File: src/rtl/quad_encoder_pkg.sv
// quad_encoder_pkg
//   Shared definitions for the quadrature encoder bank:
//   - QS_* : the four two-bit {a,b} quadrature states
//   - step_e : outcome of comparing the previous and current quadrature state
//   - decode_step() : classifies one state transition for x1 or x4 decoding
package quad_encoder_pkg;

  localparam logic [1:0] QS_00 = 2'b00;
  localparam logic [1:0] QS_01 = 2'b01;
  localparam logic [1:0] QS_11 = 2'b11;
  localparam logic [1:0] QS_10 = 2'b10;

  typedef enum logic [1:0] {
    STEP_NONE = 2'd0,
    STEP_UP   = 2'd1,
    STEP_DOWN = 2'd2,
    STEP_ERR  = 2'd3
  } step_e;

  // Clockwise (up) order is 00 -> 01 -> 11 -> 10 -> 00. A change of both
  // bits at once cannot be attributed to a direction and is an error.
  // In x1 mode only the legal transitions that land on 11 count, so each
  // detent produces exactly one step.
  function automatic step_e decode_step(input logic [1:0] prev,
                                        input logic [1:0] cur,
                                        input logic       x4);
    step_e s;
    case ({prev, cur})
      {QS_00, QS_01}, {QS_01, QS_11}, {QS_11, QS_10}, {QS_10, QS_00}: s = STEP_UP;
      {QS_01, QS_00}, {QS_11, QS_01}, {QS_10, QS_11}, {QS_00, QS_10}: s = STEP_DOWN;
      {QS_00, QS_11}, {QS_11, QS_00}, {QS_01, QS_10}, {QS_10, QS_01}: s = STEP_ERR;
      default: s = STEP_NONE;
    endcase
    if (!x4 && (s == STEP_UP || s == STEP_DOWN) && cur != QS_11) begin
      s = STEP_NONE;
    end
    return s;
  endfunction

endpackage

File: src/rtl/quad_encoder_channel.sv
// quad_encoder_channel
//   One encoder channel: two-flop synchroniser and history debouncer per pin,
//   quadrature decoder, and a bounded up/down counter (wrap or saturate).
// Ports:
//   clk, reset_n      : clock, asynchronous active-low reset
//   a, b              : raw encoder pins (asynchronous)
//   clear             : synchronous reload of the counter to RESET_VAL
//   value [WIDTH-1:0] : registered counter
//   step              : one-cycle pulse when the counter is asked to move
//   dir               : direction of the last step, 1 = up
//   err               : one-cycle pulse on a two-bit quadrature jump
module quad_encoder_channel
  import quad_encoder_pkg::*;
#(
  parameter int WIDTH      = 4,
  parameter int HIST_LEN   = 8,
  parameter int MIN_VAL    = 0,
  parameter int MAX_VAL    = 9,
  parameter int RESET_VAL  = 0,
  parameter int MODE_X4    = 0,
  parameter int SATURATE   = 0,
  parameter bit IDLE_LEVEL = 1'b1
) (
  input  logic             clk,
  input  logic             reset_n,
  input  logic             a,
  input  logic             b,
  input  logic             clear,
  output logic [WIDTH-1:0] value,
  output logic             step,
  output logic             dir,
  output logic             err
);

  localparam logic [WIDTH-1:0] MIN_V   = WIDTH'(MIN_VAL);
  localparam logic [WIDTH-1:0] MAX_V   = WIDTH'(MAX_VAL);
  localparam logic [WIDTH-1:0] RESET_V = WIDTH'(RESET_VAL);

  // Bit 1 carries A, bit 0 carries B, matching the {a,b} state encoding.
  logic [1:0] pin;
  logic [1:0] db;

  assign pin = {a, b};

  genvar gi;
  generate
    for (gi = 0; gi < 2; gi++) begin : g_pin
      logic [1:0]          sync_reg;
      logic [HIST_LEN-1:0] hist_reg;
      logic                db_reg;
      logic                db_next;

      // Only a history that is unanimous moves the debounced level, so any
      // run shorter than HIST_LEN samples leaves it where it was.
      always_comb begin
        db_next = db_reg;
        if (&hist_reg) begin
          db_next = 1'b1;
        end else if (~|hist_reg) begin
          db_next = 1'b0;
        end
      end

      always_ff @(posedge clk or negedge reset_n) begin
        if (!reset_n) begin
          sync_reg <= {2{IDLE_LEVEL}};
          hist_reg <= {HIST_LEN{IDLE_LEVEL}};
          db_reg   <= IDLE_LEVEL;
        end else begin
          sync_reg <= {sync_reg[0], pin[gi]};
          hist_reg <= {hist_reg[HIST_LEN-2:0], sync_reg[1]};
          db_reg   <= db_next;
        end
      end

      assign db[gi] = db_reg;
    end
  endgenerate

  logic [1:0]       prev_reg;
  logic [WIDTH-1:0] value_reg;
  logic [WIDTH-1:0] value_next;
  logic             step_reg;
  logic             step_next;
  logic             dir_reg;
  logic             dir_next;
  logic             err_reg;
  logic             err_next;
  step_e            step_kind;

  always_comb begin
    step_kind  = decode_step(prev_reg, db, MODE_X4 != 0);
    value_next = value_reg;
    step_next  = 1'b0;
    dir_next   = dir_reg;
    err_next   = (step_kind == STEP_ERR);
    // clear wins over a simultaneous step; the decoder history still advances.
    if (clear) begin
      value_next = RESET_V;
    end else if (step_kind == STEP_UP) begin
      step_next = 1'b1;
      dir_next  = 1'b1;
      if (value_reg == MAX_V) begin
        value_next = (SATURATE != 0) ? value_reg : MIN_V;
      end else begin
        value_next = value_reg + WIDTH'(1);
      end
    end else if (step_kind == STEP_DOWN) begin
      step_next = 1'b1;
      dir_next  = 1'b0;
      if (value_reg == MIN_V) begin
        value_next = (SATURATE != 0) ? value_reg : MAX_V;
      end else begin
        value_next = value_reg - WIDTH'(1);
      end
    end
  end

  always_ff @(posedge clk or negedge reset_n) begin
    if (!reset_n) begin
      prev_reg  <= {IDLE_LEVEL, IDLE_LEVEL};
      value_reg <= RESET_V;
      step_reg  <= 1'b0;
      dir_reg   <= 1'b1;
      err_reg   <= 1'b0;
    end else begin
      prev_reg  <= db;
      value_reg <= value_next;
      step_reg  <= step_next;
      dir_reg   <= dir_next;
      err_reg   <= err_next;
    end
  end

  assign value = value_reg;
  assign step  = step_reg;
  assign dir   = dir_reg;
  assign err   = err_reg;

endmodule

File: src/rtl/quad_encoder_bank.sv
// quad_encoder_bank
//   Bank of CHANNELS independent quadrature encoder channels sharing one clock.
// Ports:
//   clk, reset_n                : clock, asynchronous active-low reset
//   a, b [CHANNELS]             : raw encoder pins (asynchronous)
//   clear [CHANNELS]            : per-channel synchronous reload to RESET_VAL
//   value [CHANNELS*WIDTH]      : counters, channel i at [i*WIDTH +: WIDTH]
//   step, dir, err [CHANNELS]   : per-channel step pulse, direction, error pulse
module quad_encoder_bank
  import quad_encoder_pkg::*;
#(
  parameter int CHANNELS   = 2,
  parameter int WIDTH      = 4,
  parameter int HIST_LEN   = 8,
  parameter int MIN_VAL    = 0,
  parameter int MAX_VAL    = 9,
  parameter int RESET_VAL  = 0,
  parameter int MODE_X4    = 0,
  parameter int SATURATE   = 0,
  parameter bit IDLE_LEVEL = 1'b1
) (
  input  logic                      clk,
  input  logic                      reset_n,
  input  logic [CHANNELS-1:0]       a,
  input  logic [CHANNELS-1:0]       b,
  input  logic [CHANNELS-1:0]       clear,
  output logic [CHANNELS*WIDTH-1:0] value,
  output logic [CHANNELS-1:0]       step,
  output logic [CHANNELS-1:0]       dir,
  output logic [CHANNELS-1:0]       err
);

  genvar gi;
  generate
    for (gi = 0; gi < CHANNELS; gi++) begin : g_ch
      quad_encoder_channel #(
        .WIDTH      (WIDTH),
        .HIST_LEN   (HIST_LEN),
        .MIN_VAL    (MIN_VAL),
        .MAX_VAL    (MAX_VAL),
        .RESET_VAL  (RESET_VAL),
        .MODE_X4    (MODE_X4),
        .SATURATE   (SATURATE),
        .IDLE_LEVEL (IDLE_LEVEL)
      ) u_ch (
        .clk     (clk),
        .reset_n (reset_n),
        .a       (a[gi]),
        .b       (b[gi]),
        .clear   (clear[gi]),
        .value   (value[gi*WIDTH +: WIDTH]),
        .step    (step[gi]),
        .dir     (dir[gi]),
        .err     (err[gi])
      );
    end
  endgenerate

endmodule

File: config.mk
export PLATFORM = sky130hd
export DESIGN_NAME = quad_encoder_bank
export DESIGN_NICKNAME = d
export VERILOG_FILES = /design/src/rtl/quad_encoder_pkg.sv /design/src/rtl/quad_encoder_channel.sv /design/src/rtl/quad_encoder_bank.sv
export SDC_FILE = /design/constraint.sdc
export NUM_CORES = 1
export LEC_CHECK = 0
export CORE_MARGIN = 2
export CORE_UTILIZATION = 30
export CTS_BUF_LIST = sky130_fd_sc_hd__clkbuf_4 sky130_fd_sc_hd__clkbuf_8 sky130_fd_sc_hd__clkbuf_16
export DETAILED_ROUTE_END_ITERATION = 12
export PLACE_DENSITY = 0.48
export SETUP_SLACK_MARGIN = 0.05
export SLEW_MARGIN = 10
export SYNTH_ARGS = -nofsm -noshare
export SYNTH_HDL_FRONTEND = slang
export SYNTH_SLANG_ARGS = --single-unit
File: constraint.sdc
create_clock -name clk -period 4.8 [get_ports clk]
set_input_delay 0.48 -clock clk [delete_from_list [all_inputs] [get_ports clk]]
set_output_delay 0.48 -clock clk [all_outputs]
set_load 0.01 [all_outputs]
## Word-level counts from Yosys, hierarchy flattened

Memories as Yosys holds them, arrays and structs flattened.
Cells that the tools add are included.
W data, S select, Z words.

- Order comparisons: 0
- Reduce and logical (&&, ||, !) cells: 20
- Div/mod/pow operators: 0
- Multiply operators: 0
- Bitwise logic cells: 2
- Equality and inequality tests: 18
- Mux-type cells: 30
- Add/subtract/negate cells: 4
- Shift-type cells: 0

Operators by type and width:

| cell | count |
|---|---|
| $mux W4 | 10 |
| $reduce_and A8 Y1 | 4 |
| $reduce_or A8 Y1 | 4 |
| $mux W1 | 18 |
| $eq A2 B2 Y1 const B | 6 |
| $add A4 B1 Y4 const B | 2 |
| $eq A2 B1 Y1 const B | 4 |
| $eq A4 B4 Y1 const B | 2 |
| $logic_not A4 Y1 | 2 |
| $ne A2 B1 Y1 const B | 4 |
| $sub A4 B1 Y4 const B | 2 |
| $reduce_bool A3 Y1 | 2 |
| $mux W2 | 2 |
| $ne A2 B2 Y1 const B | 2 |
| $reduce_and A2 Y1 | 2 |
| $reduce_bool A2 Y1 | 2 |
| $logic_and A1 B1 Y1 | 2 |
| $logic_or A1 B1 Y1 | 2 |
| $not A1 Y1 | 2 |

- Memories: 2
- Latch bits: 0
- Register bits after elaboration: 62
- Bits of input ports: 8
- Output and inout port bits: 14
- Bits in writable memories: 0
- ROM bits: 64

Memories:

| memory | words | bits a word | read ports | clocked after Yosys merged registers in | write ports | line | RTL |
|---|---|---|---|---|---|---|---|
| (name not given) | 16 | 2 | 1 | 0 | 0 | quad_encoder_pkg.sv:28 | `case ({prev, cur})` |
| (name not given) | 16 | 2 | 1 | 0 | 0 | quad_encoder_pkg.sv:28 |  |

## Depth between registers and ports, before layout

Gate-level depths: netlist of run 1.
An unclocked memory read counts as a cell.

- Depth after elaboration: 9
- Depth in mapped cells: 13

## Hierarchy

A second synthesis of run 1 with hierarchy kept.

- Cells, all modules: 182
- Area, all modules: 2467.4 um^2

By module, submodules not included:

| module | area an instance (um^2) | cells each | instances |
|---|---|---|---|
| quad_encoder_channel | 1233.7 | 91 | 2 |

## Worst setup path before layout of run 1

No wires, ideal clock.

- Path kind: flip-flop to flip-flop
- Start point: reg g_ch[1].u_ch.g_pin[1].db_reg
- End point: reg g_ch[1].u_ch.value_reg[3]
- Clock period less this slack: 2.665 ns
- Data required time: 4.674 ns
- Arrival time: 2.539 ns
- Cell stages (with the launch flop): 13
- Slack: 2.135 ns
- Buffers on the path: 2
- Cells stage by stage: dfstp_2 clkbuf_1 mux2i_1 o21ai_1 ha_1 nand2_1 and2_1 ha_1 clkbuf_1 nor4b_1 a21oi_1 a221oi_1 nor2_1

- Cells in the longest elaborated chain, start to end: 8
- Elaborated cells on any way between the ends: 12
- Those cells by class: eq/ne: 5; mux: 3; reduce/logical: 3; memory: 1

RTL lines:

| element | line | RTL |
|---|---|---|
| start: declaration | quad_encoder_channel.sv:50 | `logic db_reg;` |
| start signal: assignment | quad_encoder_channel.sv:72 | `db_reg <= db_next;` |
| $mem_v2 Z16 W2 | n/a |  |
| $eq A2 B1 Y1 or $eq A2 B2 Y1 (tied branches) | quad_encoder_pkg.sv:34 | `if (!x4 && (s == STEP_UP \|\| s == STEP_DOWN) && cur != QS_11) begin` |
| $logic_or A1 B1 Y1 | quad_encoder_pkg.sv:34 |  |
| $logic_and A1 B1 Y1 | quad_encoder_pkg.sv:34 |  |
| $mux W2 (*) | quad_encoder_pkg.sv:34 |  |
| $eq A2 B1 Y1 | quad_encoder_channel.sv:100 | `end else if (step_kind == STEP_UP) begin` |
| $mux W4 | quad_encoder_channel.sv:100 |  |
| $mux W4 | quad_encoder_channel.sv:98 | `if (clear) begin` |
| end signal: assignment | quad_encoder_channel.sv:128 | `value_reg <= value_next;` |
| end: declaration | quad_encoder_channel.sv:81 | `logic [WIDTH-1:0] value_reg;` |

Mark *: on every way between the ends. The rest lies on a longest branch, timed or not.
A chain may end at the register's enable or synchronous reset.

## Worst setup path in the final report of run 1

- Start point: reg g_ch[0].u_ch.g_pin[1].db_reg
- End point: reg g_ch[0].u_ch.value_reg[2]

- Cells in the longest elaborated chain, start to end: 8
- Elaborated cells on any way between the ends: 12
- Those cells by class: eq/ne: 5; mux: 3; reduce/logical: 3; memory: 1

RTL lines:

| element | line |
|---|---|
| start: declaration | quad_encoder_channel.sv:50 |
| start signal: assignment | quad_encoder_channel.sv:72 |
| $mem_v2 Z16 W2 | n/a |
| $eq A2 B1 Y1 or $eq A2 B2 Y1 (tied branches) | quad_encoder_pkg.sv:34 |
| $logic_or A1 B1 Y1 | quad_encoder_pkg.sv:34 |
| $logic_and A1 B1 Y1 | quad_encoder_pkg.sv:34 |
| $mux W2 (*) | quad_encoder_pkg.sv:34 |
| $eq A2 B1 Y1 | quad_encoder_channel.sv:100 |
| $mux W4 | quad_encoder_channel.sv:100 |
| $mux W4 | quad_encoder_channel.sv:98 |
| end signal: assignment | quad_encoder_channel.sv:128 |
| end: declaration | quad_encoder_channel.sv:81 |

Marks and branches as above.

==> results.tsv, run 1 <==
metric	value	unit
Placer Congestion	0.719	
CTS Hold Bufs	0	
delay-heaviest family, CP	simple AND/OR/NAND/NOR gates	
Die X	94.2	um
Area Growth Syn to Fin	19.3	%
crit path capture	g_ch[0].u_ch.value[2]$_DFFE_PN0P_	
CP max stage delay	0.61	ns
Resize count post-CTS	0	
die footprint	8880	um2
hpwl dp	2.36	mm
largest net degree at the start of global routing	63	
H-tree depth	3	
relative slew slack	0.503	
DRC	0	
FF/Latch Area	1610	um2
initial core utilization	0.313	
Clock Latency Late Sink	0.33	ns
WL final	3.72	mm
top-area cell type share of the netlist area	0.538	
Area contributors post-synth	dfstp_2, dfrtp_1, ha_1	
worst-path maximum fanout	9	
Die Y	94.2	um
total core area	7810	um2
CP cell instances	mux2i_1 > o21ai_1 > ha_1 > nand2_1 > and2_1 > ha_1 > or4b_4 > o21ai_1 > nand2_1 > a21oi_1	
initial antenna violation count	0	
fill count	769	
Vias/cell	4.70	
VDD IR max	0.000188	V
synth unique cells	39	
cell taking the most area after synthesis	dfstp_2	
status	finished clean	
fmax	378	MHz
row count	32	
drt pass-1 iters	4	
Gate Count Post-Synth	198	
Final Cycle Share	0.551	
layout cell share with drive strength beyond 1	0.318	
stages on the worst setup path	10	
Seq/Total Area, Yosys	0.661	
Startpoint Class	flip-flop	
post-synthesis register bit count	62	
I/O pin cnt	22	
Hold Crit Class	primary input to asynchronous set/reset pin	
Worst path slowest cell	dfstp_2	
worst clock skew	0.00594	ns
Total GRT Usage	0.0979	
average size of a mapped cell	12.3	um2
Critical Path Source	g_ch[0].u_ch.g_pin[1].db_reg$_DFFE_PN1P_	
postcts setup bufs	0	
IO Port Bufs	21	
reg2reg path depth	10	
Setup Viol. Count Final	0	
Syn Std Cell Area	2440	um2
Final #Nets	233	
yosys warns	0	
mean routed wirelength per cell	11.4	um
Setup TNS Final	0	ns
vias in the first global route	1442	
minimum clock period	2.65	ns
total gr overflow	0	
Final Worst Setup Slack	2.15	ns
pre-CTS setup slack	2.16	ns
worst endpoint required time	5.06	ns
Mapped Nets	212	
critical path type	flip-flop to flip-flop	
number of buffers and inverters on the critical path	0	
CTS sink cnt	62	
Iter 0 DRT Violations	62	
Root Driver	clkbuf_8	
Max Cap Viol	0	
max reg flops	32	
Worst-Margin Slew	0.745	ns
routed via count	1529	
Register-to-Register Setup Slack	2.15	ns
Antenna Violating Nets Remaining	0	
Slew Limit Fails	0	
Reg-to-Reg Start	g_ch[0].u_ch.g_pin[1].db_reg$_DFFE_PN1P_	
CP arrival	2.90	ns
PD cells	497	nW/um2
Ant. Diodes	0	
Pwr Total	1.45	mW
RSZ-0062 raised after global routing	no	
Reg-to-Reg End	g_ch[0].u_ch.value[2]$_DFFE_PN0P_	
Fin. Hold Viols	0	
Inserted Clock Buffers	9	
Crit. End Element	flip-flop	
cell leakage power	1.09	nW
area of the multi-input gates	733	um2
CTS Buffer Depth	2	
CTS tree	built	
Worst-path clk slew	0.07	ns
first-pass GRT wire length	6.53	mm
==> kinds of logic after synthesis <==
kind of cell	Yosys count	synth area share
AO/OA/AOI/OAI	33	0.0861
AND/OR/NAND/NOR	72	0.152
multiplexers	4	0.0174
adder cells (fa/ha/maj)	6	0.0307
XOR/XNOR	4	0.0143
buffers and inverters	17	0.0389
flip-flops	62	0.661
==> through the flow <==
step	std cells	instance area (um2)	util	hold slack, ns
3_3_place_gp	310	2710	0.347	0.346
3_5_place_dp	310	2710	0.347	0.347
4_1_cts	325	2910	0.373	0.325
2_1_floorplan	198	2440	-	0.184
6_report	325	2910	0.373	0.313
5_1_grt	325	2910	0.373	0.360
==> synth_stat cells (all sizes together) <==
cell	instances
a211oi	2
nand3	5
a21oi	8
a222oi	1
mux2i	2
nand4b	1
or4b	1
nand2	19
o211ai	4
xnor2	3
o22ai	1
o31ai	1
a211o	1
mux2	2
buf	8
a221oi	2
inv	5
nor3	1
dfrtp	12
clkbuf	4
nor4b	1
nor2	16
nor4	8
nand3b	1
nor3b	1
o21a	1
a22o	1
nand4	8
nand2b	5
dfstp	50
xor2	1
o21ai	11
ha	6
and2	4
or3	1
==> metal layers <==
layer	share of wire	track usage	wire length [um]
met4	0.016	0.0435	60
met1	0.49	0.121	1830
met5	0	0	0
met2	0.43	0.141	1610
met3	0.059	0.0514	220
==> area by class of cell <==
cell class	count	area share
Clock inverter	5	0.0258
Inverter	5	0.00644
Multi-Input combinational cell	119	0.252
Timing Repair Buffer	22	0.0730
Tap cell	102	0.0438
Clock buffer	10	0.0451
Sequential cell	62	0.554
==> worst reg2reg max path, delay by kind of cell, from the launching register on <==
kind	cells	cell delay, ns
AOI/OAI and AO/OA	3	0.35
and+or+nand+nor	4	0.85
DFF	1	0.61
muxes	1	0.20
adders and majority gates	2	0.56
==> where the power goes <==
| part | internal, mW | total, mW | switching [mW] |
|---|---|---|---|
| Clock | 0.292 | 0.482 | 0.190 |
| Sequential | 0.605 | 0.678 | 0.0726 |
| Combinational | 0.154 | 0.287 | 0.132 |
==> cells in the final DEF, fill, tap and decap left out, types with 2 or more instances in the layout <==
cell | netlist | layout
dfstp_2 | 50 | 50
clkdlybuf4s50_1 | 0 | 20
nand2_1 | 19 | 19
nor2_1 | 16 | 16
dfrtp_1 | 12 | 12
clkbuf_8 | 0 | 9
a21oi_1 | 8 | 8
nor4_1 | 8 | 8
nand4_1 | 8 | 8
ha_1 | 6 | 6
o21ai_0 | 5 | 5
o21ai_1 | 5 | 5
nand2b_1 | 5 | 5
nand3_1 | 5 | 5
inv_1 | 5 | 5
o211ai_1 | 4 | 4
and2_1 | 4 | 4
xnor2_1 | 3 | 3
clkinv_2 | 0 | 3
mux2i_1 | 2 | 2
a221oi_1 | 2 | 2
mux2_2 | 2 | 2
a211oi_1 | 2 | 2
bufinv_16 | 0 | 2
==> how the worst min path moves through the flow <==
| stage | endpoint | from | depth (start not counted) |
|---|---|---|---|
| 3_3_place_gp | g_ch[0].u_ch.g_pin[0].hist_reg[0]$_DFF_PN1_ | g_ch[0].u_ch.g_pin[0].sync_reg[1]$_DFF_PN1_ | 0 |
| 5_1_grt | g_ch[1].u_ch.step$_DFF_PN0_ | reset_n | 2 |
| 2_1_floorplan | g_ch[0].u_ch.err$_DFF_PN0_ | reset_n | 0 |
| 6_report | g_ch[1].u_ch.step$_DFF_PN0_ | reset_n | 2 |
| 4_1_cts | g_ch[1].u_ch.step$_DFF_PN0_ | reset_n | 2 |
| 3_5_place_dp | g_ch[0].u_ch.g_pin[1].hist_reg[0]$_DFF_PN1_ | g_ch[0].u_ch.g_pin[1].sync_reg[1]$_DFF_PN1_ | 0 |
Note: power is estimated with default switching activity, not from simulation.
==> run 2: changes to the inputs <==
==> constraint.sdc (replaced) <==
create_clock -name clk -period 2.6 [get_ports clk]
set_input_delay 0.26 -clock clk [delete_from_list [all_inputs] [get_ports clk]]
set_output_delay 0.26 -clock clk [all_outputs]
set_load 0.01 [all_outputs]
==> run 2 against run 1 <==
  * Sequential cell count unchanged
  * Utilization up 2.0 points
  * Power grew 87%
  * Count of clock-buffer cells in the layout fell by 1
  * Fmax up 6.0%
  * Via count is 1.9% higher
  * Combinational power up 120%
  * Non-clock buffer count is 11 higher
  * Wire length fell by 0.35%
  * Sequential share of layout area shrank 2.8 points
==> results.tsv, run 2 (same netlist as run 1, synthesis figures left out) <==
metric	value	unit	change
status	finished clean		unchanged
CTS tree	built		unchanged
CP arrival	2.76	ns	was 2.90 ns
Register-to-Register Setup Slack	0.10	ns	was 2.15 ns
PD cells	882	nW/um2	was 497 nW/um2
Placer Congestion	0.690		was 0.719
fill count	779		was 769
commonest non-fill, non-tap cell in the layout	dfstp_2		unchanged
Setup Viol. Count Final	0		unchanged
final cell count without fillers	337		was 325
Max Cap Viol	0		unchanged
Worst path slowest cell	dfstp_2		unchanged
most frequent cells in the layout	dfstp_2, clkdlybuf4s50_1, nand2_1		unchanged
max reg flops	32		unchanged
mean routed wirelength per cell	11.0	um	was 11.4 um
critical path type	flip-flop to flip-flop		unchanged
layout cell share with drive strength beyond 1	0.400		was 0.318
Worst-Margin Slew	0.400	ns	was 0.745 ns
total gr overflow	0		unchanged
RSZ-0062 raised after global routing	yes		was no
Clock Latency Late Sink	0.33	ns	about the same
Startpoint Class	flip-flop		unchanged
Area Growth Syn to Fin	25.7	%	was 19.3%
Final Cycle Share	0.961		was 0.551
Fin. Hold Viols	0		unchanged
Hold Crit Class	primary input to flip-flop		was primary input to asynchronous set/reset pin
worst clock skew	0.00397	ns	was 0.00594 ns
CP max stage delay	0.60	ns	was 0.61 ns
Vias/cell	4.62		was 4.70
I/O pin cnt	22		unchanged
Die X	94.2	um	unchanged
Worst-path clk slew	0.07	ns	about the same
Root Driver	clkbuf_8		unchanged
H-tree depth	3		unchanged
cell leakage power	1.14	nW	was 1.09 nW
relative slew slack	0.733		was 0.503
Reg-to-Reg Start	g_ch[0].u_ch.g_pin[1].db_reg$_DFFE_PN1P_		unchanged
reg2reg path depth	10		unchanged
vias in the first global route	1397		was 1442
hpwl dp	2.28	mm	was 2.36 mm
Ant. Diodes	0		unchanged
Antenna Violating Nets Remaining	0		unchanged
Die Y	94.2	um	unchanged
DRC	0		unchanged
VDD IR max	0.000365	V	was 0.000188 V
fmax	400	MHz	was 378 MHz
largest net degree at the start of global routing	63		unchanged
CP cell instances	mux2i_1 > o21ai_2 > ha_1 > nand2_2 > and2_4 > ha_4 > or4b_4 > o21ai_1 > nand2_1 > a21oi_2		was mux2i_1 > o21ai_1 > ha_1 > nand2_1 > and2_1 > ha_1 > or4b_4 > o21ai_1 > nand2_1 > a21oi_1
Slew Limit Fails	0		unchanged
row count	32		unchanged
dpl cells	311		was 310
initial antenna violation count	0		unchanged
IO Port Bufs	21		unchanged
Iter 0 DRT Violations	91		was 62
Reg-to-Reg End	g_ch[0].u_ch.value[2]$_DFFE_PN0P_		unchanged
total core area	7810	um2	unchanged
first-pass GRT wire length	6.29	mm	was 6.53 mm
CTS Buffer Depth	2		unchanged
Critical Path Source	g_ch[0].u_ch.g_pin[1].db_reg$_DFFE_PN1P_		unchanged
initial core utilization	0.313		unchanged
minimum clock period	2.50	ns	was 2.65 ns
crit path capture	g_ch[0].u_ch.value[2]$_DFFE_PN0P_		unchanged
routed via count	1558		was 1529
WL final	3.70	mm	was 3.72 mm
Total GRT Usage	0.0933		was 0.0979
die footprint	8880	um2	unchanged
Pwr Total	2.71	mW	was 1.45 mW
drt pass-1 iters	4		unchanged
worst-path maximum fanout	8		was 9
Inserted Clock Buffers	9		unchanged
CTS sink cnt	62		unchanged
Crit. End Element	flip-flop		unchanged
Final #Nets	244		was 233
worst endpoint required time	2.86	ns	was 5.06 ns
## run 2: power by group
part           internal (mW)  switching, mW  total, mW
clock                  0.444          0.377      0.821
sequential              1.12          0.135       1.25
combinational          0.359          0.275      0.634
total                   1.92          0.788       2.71
## run 2: layer usage
layer | track usage | vias to the layer above | part of all wire
li1 | - | 763 | -
met1 | 0.114 | 760 | 0.49
met2 | 0.139 | 31 | 0.45
met3 | 0.0506 | 4 | 0.052
met4 | 0.0326 | 0 | 0.012
met5 | 0 | - | 0
## run 2: worst max-delay path, delay by kind of cell, from the launching register on
family                   cells  cell delay [ns]
multiplexers                 1             0.23
AO/OA/AOI/OAI                3             0.34
flip-flops                   1             0.60
AND/OR/NAND/NOR              4             0.79
adder cells (fa/ha/maj)      2             0.46
## run 2: layout make-up
cell class | count | area, um2 | share of cell area
clock inverters | 7 | 72.6 | 0.0236
clock buffers | 9 | 124 | 0.0403
inverters | 5 | 18.8 | 0.00611
flip-flops and latches | 62 | 1610 | 0.526
well taps | 102 | 128 | 0.0416
repair buffers | 33 | 308 | 0.100
multi-input cells | 119 | 806 | 0.262
## run 2: repair_timing
item	4_1_cts	5_1_grt
gates resized for setup	4	10
setup endpoints to repair	5	6
setup buffers	2	7
endpoints found under the hold margin	12	0
pin swaps	0	3
hold buffers	1	0
## run 2: worst min path at each step
stage / start / to / slack, ns / cells past startpoint
global route: a[0] / g_ch[0].u_ch.g_pin[1].sync_reg[0]$_DFF_PN1_ / 0.30 / 1
CTS: b[0] / g_ch[0].u_ch.g_pin[0].sync_reg[0]$_DFF_PN1_ / 0.31 / 1
finish: b[0] / g_ch[0].u_ch.g_pin[0].sync_reg[0]$_DFF_PN1_ / 0.33 / 1
floorplan: reset_n / g_ch[0].u_ch.err$_DFF_PN0_ / -0.04 / 0
global placement: reset_n / g_ch[0].u_ch.step$_DFF_PN0_ / 0.29 / 2
detailed placement: reset_n / g_ch[0].u_ch.step$_DFF_PN0_ / 0.30 / 2
## run 2: through the flow
step                      setup TNS, ns  instance area (um2)  utilization  hold slack, ns  setup slack (ns)
after floorplan                       0                 2450            -         -0.0356            0.0477
after global placement                0                 2730        0.350           0.292            0.0337
after detailed placement              0                 2730        0.350           0.297           0.00454
after CTS                             0                 2970        0.380           0.308            0.0550
after global routing            -0.0697                 3070        0.393           0.299           -0.0350
final                                 0                 3070        0.393           0.328             0.102
==> run 3: changes to the inputs <==
--- a/config.mk
+++ b/config.mk
@@ -9,9 +9,10 @@
 export CORE_UTILIZATION = 30
 export CTS_BUF_LIST = sky130_fd_sc_hd__clkbuf_4 sky130_fd_sc_hd__clkbuf_8 sky130_fd_sc_hd__clkbuf_16
 export DETAILED_ROUTE_END_ITERATION = 12
+export MAX_ROUTING_LAYER = met4
 export PLACE_DENSITY = 0.48
 export SETUP_SLACK_MARGIN = 0.05
-export SLEW_MARGIN = 10
+export SLEW_MARGIN = 25
 export SYNTH_ARGS = -nofsm -noshare
 export SYNTH_HDL_FRONTEND = slang
 export SYNTH_SLANG_ARGS = --single-unit
==> run 3 against run 2 <==
  * Register-to-register slack is essentially flat
  * Utilization is the same
  * Final cell count is the same
  * Global-route usage grew 0.38 points
  * Setup slack lost 0.00093 ns
  * Clock power is essentially flat
  * Combinational power is essentially flat
  * Via count shrank 0.39%
  * Cell area is the same
  * Critical path type unchanged
  * Largest cell class unchanged
==> results.tsv, run 3 (same netlist as run 1, synthesis figures left out) <==
metric	value	unit	change
status	finished clean		unchanged
Die Y	94.2	um	unchanged
area of the multi-input gates	806	um2	unchanged
worst clock skew	0.00399	ns	was 0.00397 ns
reg2reg path depth	10		unchanged
Crit. End Element	flip-flop		unchanged
CTS sink cnt	62		unchanged
Register-to-Register Setup Slack	0.10	ns	about the same
Hold Crit Depth	1		unchanged
VDD IR max	0.000365	V	about the same
I/O pin cnt	22		unchanged
IO Port Bufs	21		unchanged
drt pass-1 iters	4		unchanged
Total GRT Usage	0.0971		was 0.0933
DRC	0		unchanged
relative slew slack	0.731		was 0.733
minimum clock period	2.50	ns	about the same
vias in the first global route	1392		was 1397
worst-path maximum fanout	8		unchanged
cell leakage power	1.14	nW	unchanged
FF/Latch Area	1610	um2	unchanged
Die X	94.2	um	unchanged
fmax	400	MHz	about the same
most frequent cells in the layout	dfstp_2, clkdlybuf4s50_1, nand2_1		unchanged
Final #Nets	244		unchanged
layout cell share with drive strength beyond 1	0.400		unchanged
dpl cells	311		unchanged
Worst-Margin Slew	0.404	ns	was 0.400 ns
Worst-path clk slew	0.07	ns	about the same
Inserted Clock Buffers	9		unchanged
initial antenna violation count	0		unchanged
initial core utilization	0.313		unchanged
CP arrival	2.76	ns	about the same
CTS tree	built		unchanged
Max Cap Viol	0		unchanged
Slew Limit Fails	0		unchanged
die footprint	8880	um2	unchanged
Hold Slack	0.328	ns	about the same
Root Driver	clkbuf_8		unchanged
Reg-to-Reg Start	g_ch[0].u_ch.g_pin[1].db_reg$_DFFE_PN1P_		unchanged
min-delay src	b[0]		unchanged
Fin. Hold Viols	0		unchanged
Setup Viol. Count Final	0		unchanged
Ant. Diodes	0		unchanged
first-pass GRT wire length	6.31	mm	was 6.29 mm
Antenna Violating Nets Remaining	0		unchanged
CTS Buffer Depth	2		unchanged
Startpoint Class	flip-flop		unchanged
row count	32		unchanged
Vias/cell	4.61		was 4.62
commonest non-fill, non-tap cell in the layout	dfstp_2		unchanged
fill count	779		unchanged
Final Cycle Share	0.961		about the same
Placer Congestion	0.697		was 0.690
total gr overflow	0		unchanged
Core Util, Final	0.393		unchanged
Hold Crit Class	primary input to flip-flop		unchanged
max reg flops	32		unchanged
final cell count without fillers	337		unchanged
Area Growth Syn to Fin	25.7	%	unchanged
hpwl dp	2.28	mm	unchanged
RSZ-0062 raised after global routing	yes		unchanged
Reg-to-Reg End	g_ch[0].u_ch.value[2]$_DFFE_PN0P_		unchanged
worst endpoint required time	2.86	ns	about the same
WHS Endpoint	g_ch[0].u_ch.g_pin[0].sync_reg[0]$_DFF_PN1_		unchanged
mean routed wirelength per cell	11.0	um	about the same
WL final	3.71	mm	was 3.70 mm
critical path type	flip-flop to flip-flop		unchanged
Iter 0 DRT Violations	94		was 91
largest net degree at the start of global routing	63		unchanged
H-tree depth	3		unchanged
routed via count	1552		was 1558
PD cells	882	nW/um2	about the same
total core area	7810	um2	unchanged
Clock Latency Late Sink	0.33	ns	about the same
## run 3: through the flow
stage | cell area [um2] | setup TNS [ns] | setup slack (ns) | power (mW)
after floorplan | 2450 | 0 | 0.0477 | 1.63
after global placement | 2730 | 0 | 0.0337 | 1.81
after detailed placement | 2730 | 0 | 0.00454 | 1.80
after CTS | 2970 | 0 | 0.0550 | 2.68
after global routing | 3070 | -0.0697 | -0.0349 | 2.91
final | 3070 | 0 | 0.101 | 2.71
## run 3: repair_timing
item | 4_1_cts | 5_1_grt
hold endpoints to repair | 12 | 0
pin swaps | 0 | 3
buffers inserted | 2 | 7
setup endpoints to repair | 5 | 6
hold buffers | 1 | 0
gates resized for setup | 4 | 10
## run 3: worst max-delay path: stages, from the launching register on
cell and delay, ns:
dfstp_2 0.60, mux2i_1 0.23, o21ai_2 0.10, ha_1 0.29
nand2_2 0.06, and2_4 0.16, ha_4 0.17, or4b_4 0.50
o21ai_1 0.13, nand2_1 0.07, a21oi_2 0.11
## run 3: worst max-delay path by stage
stage                                                         from                                end  slack [ns]  depth (start not counted)
after global placement    g_ch[0].u_ch.g_pin[1].db_reg$_DFFE_PN1P_  g_ch[0].u_ch.value[3]$_DFFE_PN0P_        0.03                         10
after floorplan           g_ch[1].u_ch.g_pin[1].db_reg$_DFFE_PN1P_  g_ch[1].u_ch.value[3]$_DFFE_PN0P_        0.05                         12
after global routing      g_ch[0].u_ch.g_pin[1].db_reg$_DFFE_PN1P_  g_ch[0].u_ch.value[3]$_DFFE_PN0P_       -0.03                         10
after CTS                 g_ch[0].u_ch.g_pin[1].db_reg$_DFFE_PN1P_  g_ch[0].u_ch.value[3]$_DFFE_PN0P_        0.05                         11
final                     g_ch[0].u_ch.g_pin[1].db_reg$_DFFE_PN1P_  g_ch[0].u_ch.value[2]$_DFFE_PN0P_        0.10                         10
after detailed placement  g_ch[0].u_ch.g_pin[1].db_reg$_DFFE_PN1P_  g_ch[0].u_ch.value[2]$_DFFE_PN0P_       0.005                         10
## run 3: metal layers
metal  routed length [um]  vias to the layer above  track usage  share of wire
met5                    0                        -            -              0
met4                   44                        0       0.0290          0.012
met3                  196                        4       0.0578          0.053
met2                 1660                       31        0.139           0.45
met1                 1810                      757        0.115           0.49
li1                     -                      760            -              -
## run 3: layout make-up
cell class,instances,share of cell area
Clock buffer,9,0.0403
Multi-Input combinational cell,119,0.262
Timing Repair Buffer,33,0.100
Clock inverter,7,0.0236
Inverter,5,0.00611
Sequential cell,62,0.526
Tap cell,102,0.0416
## run 3: power by group
| group | internal, mW | total, mW | leakage [nW] | switching [mW] |
|---|---|---|---|---|
| combinational | 0.359 | 0.634 | 0.360 | 0.275 |
| sequential | 1.12 | 1.25 | 0.688 | 0.136 |
| clock | 0.444 | 0.822 | 0.0922 | 0.378 |
| total | 1.92 | 2.71 | 1.14 | 0.789 |
